[config.mk]
export PLATFORM = sky130hd
export DESIGN_NAME = box_detect
export DESIGN_NICKNAME = d
export VERILOG_FILES = /design/src/rtl/box_detect.sv
export SDC_FILE = /design/constraint.sdc
export NUM_CORES = 1
export LEC_CHECK = 0
export ABC_AREA = 1
export BUFFER_PORTS_ARGS = -buffer_cell sky130_fd_sc_hd__buf_2
export CORE_MARGIN = 2
export CORE_UTILIZATION = 25
export CTS_CLUSTER_SIZE = 8
export DETAILED_ROUTE_END_ITERATION = 7
export GPL_TIMING_DRIVEN = 0
export PLACE_DENSITY = 0.37
export SLEW_MARGIN = 20
export SYNTH_ARGS = -nofsm -noshare
export SYNTH_HDL_FRONTEND = slang
export SYNTH_SLANG_ARGS = --single-unit
[constraint.sdc]
create_clock -name CLK -period 2 [get_ports CLK]
set_input_delay 0.2 -clock CLK [delete_from_list [all_inputs] [get_ports CLK]]
set_output_delay 0.2 -clock CLK [all_outputs]
set_load 0.1 [all_outputs]
[src/rtl/box_detect.sv]
//==============================================================================
// Module   : box_detect
// Purpose  : Per-frame bounding box of hit pixels, with a minimum-hit qualifier.
// Revision : 1.0 - initial release
//==============================================================================
`default_nettype none

module box_detect #(
    parameter int MIN_HITS = 16,
    parameter int CNT_W    = 20
) (
    input  logic             CLK,
    input  logic             rst_n,
    input  logic             det_en,
    input  logic             frame_start,
    input  logic             frame_end,
    input  logic             pix_valid,
    input  logic [15:0]      X,
    input  logic [15:0]      Y,
    input  logic             hit,
    output logic [15:0]      x1,
    output logic [15:0]      y1,
    output logic [15:0]      x2,
    output logic [15:0]      y2,
    output logic             box_valid,
    output logic             box_update,
    output logic [CNT_W-1:0] frame_hits
);

    typedef enum logic [1:0] {
        ST_IDLE  = 2'd0,
        ST_SCAN  = 2'd1,
        ST_LATCH = 2'd2
    } state_t;

    localparam logic [CNT_W-1:0] c_cnt_max  = '1;
    localparam logic [CNT_W-1:0] c_min_hits = CNT_W'(MIN_HITS);

    state_t           r_state;
    logic [15:0]      r_min_x;
    logic [15:0]      r_min_y;
    logic [15:0]      r_max_x;
    logic [15:0]      r_max_y;
    logic [CNT_W-1:0] r_hit_cnt;

    logic             w_clear;
    logic             w_accum;
    logic [15:0]      w_min_x;
    logic [15:0]      w_min_y;
    logic [15:0]      w_max_x;
    logic [15:0]      w_max_y;
    logic [CNT_W-1:0] w_cnt_inc;

    // frame_end wins over a simultaneous frame_start while scanning
    always_comb begin
        w_clear = 1'b0;
        w_accum = 1'b0;
        if (det_en) begin
            case (r_state)
                ST_IDLE:  w_clear = frame_start;
                ST_SCAN: begin
                    w_clear = frame_start && !frame_end;
                    w_accum = pix_valid && hit && (frame_end || !frame_start);
                end
                ST_LATCH: w_clear = frame_start;
                default:  w_clear = 1'b0;
            endcase
        end
    end

    always_comb begin
        w_min_x   = (X < r_min_x) ? X : r_min_x;
        w_min_y   = (Y < r_min_y) ? Y : r_min_y;
        w_max_x   = (X > r_max_x) ? X : r_max_x;
        w_max_y   = (Y > r_max_y) ? Y : r_max_y;
        w_cnt_inc = (r_hit_cnt == c_cnt_max) ? r_hit_cnt : r_hit_cnt + 1'b1;
    end

    always_ff @(posedge CLK) begin
        if (!rst_n) begin
            r_state    <= ST_IDLE;
            x1         <= '0;
            y1         <= '0;
            x2         <= '0;
            y2         <= '0;
            box_valid  <= 1'b0;
            box_update <= 1'b0;
            frame_hits <= '0;
        end else begin
            box_update <= 1'b0;
            case (r_state)
                ST_IDLE: begin
                    if (det_en && frame_start)
                        r_state <= ST_SCAN;
                end
                ST_SCAN: begin
                    if (!det_en)
                        r_state <= ST_IDLE;
                    else if (frame_end)
                        r_state <= ST_LATCH;
                end
                ST_LATCH: begin
                    if (!det_en) begin
                        r_state <= ST_IDLE;
                    end else begin
                        // Latch uses accumulator values from before any same-edge clear
                        frame_hits <= r_hit_cnt;
                        box_update <= 1'b1;
                        if (r_hit_cnt >= c_min_hits) begin
                            x1        <= r_min_x;
                            y1        <= r_min_y;
                            x2        <= r_max_x;
                            y2        <= r_max_y;
                            box_valid <= 1'b1;
                        end else begin
                            box_valid <= 1'b0;
                        end
                        r_state <= frame_start ? ST_SCAN : ST_IDLE;
                    end
                end
                default: r_state <= ST_IDLE;
            endcase
        end
    end

    always_ff @(posedge CLK) begin
        if (!rst_n || w_clear) begin
            r_min_x   <= 16'hFFFF;
            r_min_y   <= 16'hFFFF;
            r_max_x   <= 16'h0000;
            r_max_y   <= 16'h0000;
            r_hit_cnt <= '0;
        end else if (w_accum) begin
            r_min_x   <= w_min_x;
            r_min_y   <= w_min_y;
            r_max_x   <= w_max_x;
            r_max_y   <= w_max_y;
            r_hit_cnt <= w_cnt_inc;
        end
    end

endmodule

`default_nettype wire

Yosys cells after proc, flatten, opt, wreduce, memory -nomap -nowiden. Index checks and enable logic that the tools add are counted. W data, S select, Z words.

Output and inout port bits: 86. Bits of input ports: 39. Register bits after elaboration: 172.

Eq/ne operators: 5. Bitwise gates (word level): 1. $add $sub $neg: 1. Reductions and logical operators: 20. Multiplexer cells: 12. Order comparisons: 5.

Operator list (number): $gt A16 B16 Y1 (2); $lt A16 B16 Y1 (2); $add A20 B1 Y20 const B (1); $eq A20 B20 Y1 const B (1); $ge A20 B5 Y1 const B (1); $reduce_and A2 Y1 (8); $mux W1 (7); $mux W2 (3); $pmux W2 S3 (1); $logic_and A1 B1 Y1 (4); $logic_not A1 Y1 (3); $ne A3 B3 Y1 const B (1); $reduce_and A3 Y1 (1); $eq A2 B1 Y1 const B (1); $eq A2 B2 Y1 const B (1); $logic_not A2 Y1 (1); $logic_or A1 B1 Y1 (2); $ne A2 B2 Y1 const B (1); $pmux W1 S2 (1); $reduce_or A2 Y1 (1); $not A1 Y1 (1).

Longest topological paths before layout. Gate-level depths: netlist of run 1.

Word-level depth: 6. Depth in mapped cells: 16.

Worst setup path before layout of run 1. No wires, ideal clock.

Kind: flip-flop to flip-flop. From: reg r_min_y[13]. To: reg r_min_y[5]. Data required time: 1870 ps. Cell stages (with the launch flop): 12. Setup slack: 312 ps. Library setup time: 130 ps. Arrival time: 1558 ps. Cell sequence: dfxtp_1 -> inv_1 -> ha_1 -> nand2_1 -> inv_1 -> o21a_1 -> o21a_1 -> nor2_4 -> nand2_2 -> buf_6 -> nand2_1 -> nand3_1.

Word-level cells in the longest chain between the ends: 2.

Ends and longest elaborated chain: start: declaration (RTL line 41) `logic [15:0] r_min_y;`; start signal: assignment (RTL line 135) `r_min_y <= w_min_y;`; $lt A16 B16 Y1 (RTL line 73) `w_min_y = (Y < r_min_y) ? Y : r_min_y;`; $reduce_and A2 Y1 (no source line).

Every way passes these cells. A chain may end at the register's enable or synchronous reset.

Worst setup path in the final report of run 1.
From: reg r_hit_cnt[0]. To: reg r_hit_cnt[8].

Word-level cells in the longest chain between the ends: 3. Elaborated cells on any way between the ends: 4.

Ends and longest elaborated chain: start: declaration (RTL line 44) `logic [CNT_W-1:0] r_hit_cnt;`; start signal: assignment (RTL line 138) `r_hit_cnt <= w_cnt_inc;`; parallel branches: the longest is 3 deep, another holds $add A20 B1 Y20.

Parallel ways; which one is timed is not known.

==> flow_summary.json, run 1 <==
{
  "htree_num_levels": 4,
  "die_height_um": 186,
  "setup_violations": 0,
  "nNetsFinal": 1417,
  "fmax_mhz": 541,
  "setup_tns_ns": 0,
  "endpoint": "r_hit_cnt[8]$_SDFFE_PP0P_",
  "period_share": 0.923,
  "reg2reg_to": "r_hit_cnt[8]$_SDFFE_PP0P_",
  "dpl_cell_area_um2": 9490,
  "cp.arrival_ns": 2.22,
  "dr.pass1.iters": 4,
  "netlist_area_um2": 8320,
  "numCtsBuffers": 17,
  "slew_viol_final": 0,
  "rsz0062_at_grt": "true",
  "clkSlewWorstSetupHoldPaths_ns": 0.07,
  "clock-sinks": 172,
  "grt_pass1_wl_mm": 41.9,
  "grt_antenna_before_repair": 0,
  "relSlewSlack": 0.514,
  "grt_usage": 0.155,
  "clk_path_buf_depth": 2,
  "worst_pin_slew_ns": 0.729,
  "worstSetupStartpointType": "flop",
  "total_power_w": 0.00728,
  "place.gp.congestion": 0.823,
  "area_growth_pct": 24.1,
  "routedWlPerCell_um": 14.9,
  "hp-class": "input pin to flop",
  "drc_errors": 0,
  "synth_area_leaders": "dfxtp_1, nand2_1, nor2_1, ha_1, inv_1",
  "ys_seq_area_frac": 0.414,
  "core-area_um2": 32600,
  "io_pins": 125,
  "powerDensity_nw_per_um2": 705,
  "ys_ff_latch": 172,
  "tritoncts": "done",
  "drt_iter0_markers": 329,
  "crit_path_end_kind": "flop",
  "finalCriticalPeriod_ns": 1.85,
  "ctsRootBufferMaster": "clkbuf_16",
  "via_per_inst": 4.26,
  "initial_utilization": 0.255,
  "ir_drop_uv": 583,
  "total_leakage_power_nw": 5.14,
  "diodes": 0,
  "synthesis.nets": 1265,
  "cp_max_fo": 10,
  "rr_worst_depth": 10,
  "synth.top_cell.area_share": 0.414,
  "fin_area_um2": 10300,
  "yosysWarnings": 0,
  "fin_skew_ns": 0.0111,
  "via_count": 7531,
  "gr-total-overflow": 0,
  "required_ns": 2.37,
  "antenna_left": 0,
  "worst-setup-path-type": "flop to flop",
  "cts.hold.buffers_added": 0,
  "status": "complete, no violations",
  "place_hpwl_mm": 20.0,
  "synthCells": 1162,
  "drt_wl_total_mm": 26.3,
  "final_hold_viol_count": 0,
  "placed_cells": 1728,
  "synthDistinctLibCells": 33,
  "clk_latency_ns": 0.44,
  "max_cap_viol_count": 0,
  "die_area_um2": 34700,
  "die_w_um": 186,
  "r2r-start": "r_hit_cnt[0]$_SDFFE_PP0P_",
  "core.rowCount": 66,
  "syn-mean-instance-area_um2": 7.16,
  "final-instance-count-excl-fill": 1769,
  "drive_gt1_frac": 0.182,
  "grt_pass1_vias": 7306,
  "reg2reg_slack_ns": 0.15,
  "yosysTopAreaCell": "dfxtp_1",
  "num-fill-cells": 3657,
  "crit_start": "r_hit_cnt[0]$_SDFFE_PP0P_",
  "grt_start_max_net_pins": 20,
  "io_buffers": 124,
  "fin_util": 0.316
}
cells in the mapped netlist (all sizes together):
master / n
a21boi: 1
inv: 115
dfxtp: 172
nand3b: 2
and2: 1
xor2: 10
nand2: 248
nand3: 79
o21a: 4
clkbuf: 27
a21o: 2
nand4: 9
nor3: 14
a21oi: 60
nor2: 239
ha: 64
nor4: 3
buf: 21
o21ai: 91
power by group:
group / total (W) / internal, W / switching (W) / leakage (nW)
Sequential: 0.00344 / 0.00343 / 0.00000763 / 1.39
Combinational: 0.000445 / 0.000137 / 0.000307 / 3.47
Clock: 0.00339 / 0.00177 / 0.00163 / 0.278
flip-flops by register name, indices dropped and copies added (netlist names):
signal / count
x1: 16
r_hit_cnt: 20
y1: 16
r_min_x: 16
box_valid: 1
r_max_y: 16
frame_hits: 20
box_update: 1
r_state: 2
r_min_y: 16
r_max_x: 16
y2: 16
x2: 16
timing repair:
item	4_1_cts	5_1_grt
setup endpoints to repair	88	121
setup buffers	5	5
pin swaps	3	4
gates resized for setup	17	59
routing by layer:
metal | wire length (um) | vias up | GRT usage
met1 | 13100 | 3413 | 0.210
met4 | 176 | 0 | 0.0332
met3 | 836 | 10 | 0.0331
met5 | 0 | - | 0
met2 | 12200 | 96 | 0.252
li1 | - | 4012 | -
cell families after synthesis:
family,Yosys count,share of synthesized area
and+or+nand+nor,595,0.297
DFF,172,0.414
buffers and inverters,163,0.0800
AOI/OAI and AO/OA,158,0.102
adders and majority gates,64,0.0963
xor gates and xnor gates,10,0.0105
final cells by class:
cell class,instances,area (um^2),share of cell area
inverters,115,432,0.0418
clock buffers,18,429,0.0416
clock inverters,14,151,0.0147
plain buffers,47,293,0.0284
flip-flops and latches,172,3450,0.334
well taps,442,553,0.0536
multi-input cells,827,4320,0.418
repair buffers,134,696,0.0674
layout by cell type (no fill, tap or decap), drive strengths merged:
master	Yosys	routed
nand3	79	79
inv	115	123
nand2	248	248
nand4	9	9
nor2	239	239
a21o	2	2
clkinv	0	3
bufinv	0	1
clkbuf	27	40
clkinvlp	0	2
and2	1	1
ha	64	64
xor2	10	10
o21a	4	4
o21ai	91	91
a21oi	60	60
nor4	3	3
dfxtp	172	172
a21boi	1	1
buf	21	159
nor3	14	14
nand3b	2	2
worst min-delay path by stage:
stage / cells after the start / slack (ns) / to / from
final: 3 / 0.04 / r_state[1]$_SDFFE_PN0P_ / frame_end
after global routing: 3 / 0.03 / r_state[1]$_SDFFE_PN0P_ / frame_end
after CTS: 3 / 0.02 / r_state[1]$_SDFFE_PN0P_ / frame_end
after detailed placement: 2 / 0.47 / x2[2]$_SDFFE_PN0P_ / x2[2]$_SDFFE_PN0P_
after global placement: 2 / 0.46 / y1[3]$_SDFFE_PN0P_ / y1[3]$_SDFFE_PN0P_
after floorplan: 2 / 0.33 / r_max_x[0]$_SDFFE_PP0P_ / X[0]
critical path, stage by stage (launching register included):
cell	delay (ns)
dfxtp_4	0.40
ha_4	0.19
nand2_1	0.07
nor2_2	0.18
nand4_4	0.14
nor2_4	0.21
nand2_4	0.08
nand2_4	0.15
buf_12	0.15
nand2_1	0.07
a21oi_2	0.13
per-stage QoR:
stage	setup WS (ns)	hold WS (ns)
floorplan	0.312	0.335
global placement	-0.274	0.457
detailed placement	-0.257	0.466
CTS	0.00575	0.0156
global route	-0.0477	0.0259
finish	0.153	0.0384
Power figures use the tool's default switching activity.
==> run 2, diff against run 1 <==
--- a/config.mk
+++ b/config.mk
@@ -13,6 +13,7 @@
 export DETAILED_ROUTE_END_ITERATION = 7
 export GPL_TIMING_DRIVEN = 0
 export PLACE_DENSITY = 0.37
+export REMOVE_ABC_BUFFERS = 1
 export SLEW_MARGIN = 20
 export SYNTH_ARGS = -nofsm -noshare
 export SYNTH_HDL_FRONTEND = slang
==> flow_summary.json, run 2 (synthesis gave the netlist of run 1 again) <==
{
  "clock-sinks": 172,
  "nNetsFinal": 1394,
  "worstSetupStartpointType": "flop",
  "rsz0062_at_grt": "true",
  "required_ns": 2.33,
  "finalWorstSetupSlack_ns": 0.0974,
  "ir_drop_uv": 615,
  "antenna_left": 0,
  "clk_path_buf_depth": 2,
  "ctsRootBufferMaster": "clkbuf_16",
  "seqPwrFrac": 0.471,
  "place.gp.congestion": 0.737,
  "relSlewSlack": 0.481,
  "p_clk_frac": 0.465,
  "core-area_um2": 32600,
  "worst-setup-path-type": "flop to flop",
  "switching_share": 0.248,
  "dr_wl_met3_um": 799,
  "tritoncts": "done",
  "whs_ns": 0.0367,
  "period_share": 0.951,
  "numCtsBuffers": 17,
  "slew_viol_final": 0,
  "dpl_cell_area_um2": 9390,
  "status": "complete, no violations",
  "grt_start_max_net_pins": 65,
  "fin_skew_ns": 0.0138,
  "dr.pass1.iters": 4,
  "layout_common_cells": "nand2_1, nor2_1, dfxtp_1, buf_2, inv_1",
  "switchingPower_w": 0.00181,
  "initial_utilization": 0.255,
  "grt_pass1_wl_mm": 40.3,
  "drt_wl_total_mm": 25.6,
  "place_ws_ns": -0.951,
  "area_growth_pct": 25.3,
  "powerDensity_nw_per_um2": 701,
  "reg_top3": "frame_hits: 20 flops, r_hit_cnt: 20 flops",
  "max_cap_viol_count": 0,
  "io_buffers": 124,
  "worst_pin_slew_ns": 0.774,
  "setup_violations": 0,
  "grt_pass1_vias": 7332,
  "final_hold_viol_count": 0,
  "route.met2.wl_mm": 11.8,
  "die_w_um": 186,
  "place_hpwl_mm": 16.1,
  "io_pins": 125,
  "p_comb_frac": 0.064,
  "clkSlewWorstSetupHoldPaths_ns": 0.07,
  "intPower_w": 0.00549,
  "fin_area_um2": 10400,
  "via_count": 7497,
  "via_per_inst": 4.29,
  "drc_errors": 0,
  "finalCriticalPeriod_ns": 1.90,
  "htree_num_levels": 4,
  "crit_path_end_kind": "flop",
  "top_layer_used": "met4",
  "grt_antenna_before_repair": 0,
  "die_area_um2": 34700,
  "die_height_um": 186,
  "drive_gt1_frac": 0.179,
  "cp.arrival_ns": 2.23,
  "core.rowCount": 66,
  "hp-class": "input pin to flop",
  "fmax_mhz": 526,
  "total_leakage_power_nw": 5.11,
  "m1WireLength_mm": 12.6,
  "fin_util": 0.319,
  "gr-total-overflow": 0,
  "drt_iter0_markers": 274,
  "routedWlPerCell_um": 14.6,
  "clk_latency_ns": 0.45,
  "cp_max_fo": 7,
  "grt_usage": 0.146
}
[run 2: cell count changes in the layout (fill, tap and decap cells not counted), moves of 4 or more]
cell / change
clkbuf_2: -6
clkinvlp_4: +4
nand2_8: +5
clkbuf_1: -14
buf_2: -12
inv_6: -7
[run 2: cell type report]
class	count	area, um^2
clock inverter	10	118
timing repair inverter	2	10.0
fill	3630	22200
multi-input combinational	830	4410
tap	442	553
antenna	1	2.50
inverter	115	452
clock buffer	21	460
timing repair buffer	153	966
sequential	172	3450
[run 2: final timing paths]
check	cells after the start	endpoint	from	slack, ns
hold / removal	3	r_max_x[13]$_SDFFE_PP0P_	X[13]	0.04
setup / recovery	8	r_min_x[14]$_SDFFE_PP1P_	r_min_x[13]$_SDFFE_PP1P_	0.1
hold reg to reg	2	y1[2]$_SDFFE_PN0P_	y1[2]$_SDFFE_PN0P_	0.48
setup reg to reg	8	r_min_x[14]$_SDFFE_PP1P_	r_min_x[13]$_SDFFE_PP1P_	0.1
[run 2: through the flow]
| step | setup TNS (ns) | total power, W | cells |
|---|---|---|---|
| 3_3_place_gp | -543.86 | 0.00393 | 1680 |
| 2_1_floorplan | -113.42 | 0.00374 | 1114 |
| 5_1_grt | -0.0285 | 0.00763 | 1745 |
| 4_1_cts | 0 | 0.00743 | 1738 |
| 6_report | 0 | 0.00731 | 1746 |
| 3_5_place_dp | -91.08 | 0.00396 | 1687 |
[run 2: critical path: stages, from the launching register on]
cell and delay, ns:
dfxtp_1 0.36, inv_1 0.05, ha_1 0.29, inv_1 0.08
nor4_4 0.45, nand2_4 0.17, buf_4 0.22, nand3_1 0.10
nand3_1 0.07
[run 2: routing by layer]
metal / track usage / up-vias
met5: 0 / -
met4: 0.0397 / 0
met3: 0.0290 / 15
met2: 0.248 / 94
met1: 0.190 / 3415
li1: - / 3973
[run 2: timing repair]
| action | in CTS | in global routing |
|---|---|---|
| endpoints found under the setup margin | 146 | 121 |
| pin swaps | 5 | 6 |
| hold endpoints to repair | 2 | 0 |
| hold buffers | 2 | 0 |
| buffers inserted | 15 | 4 |
| gates cloned | 3 | 3 |
| gates resized for setup | 18 | 22 |
[run 2: power by group through the flow]
stage               sequential (W)  combinational (W)  clock (W)
floorplan                  0.00354           0.000204          0
global placement           0.00352           0.000406          0
detailed placement         0.00352           0.000435          0
CTS                        0.00344           0.000458    0.00353
global route               0.00344           0.000533    0.00366
finish                     0.00344           0.000465    0.00340
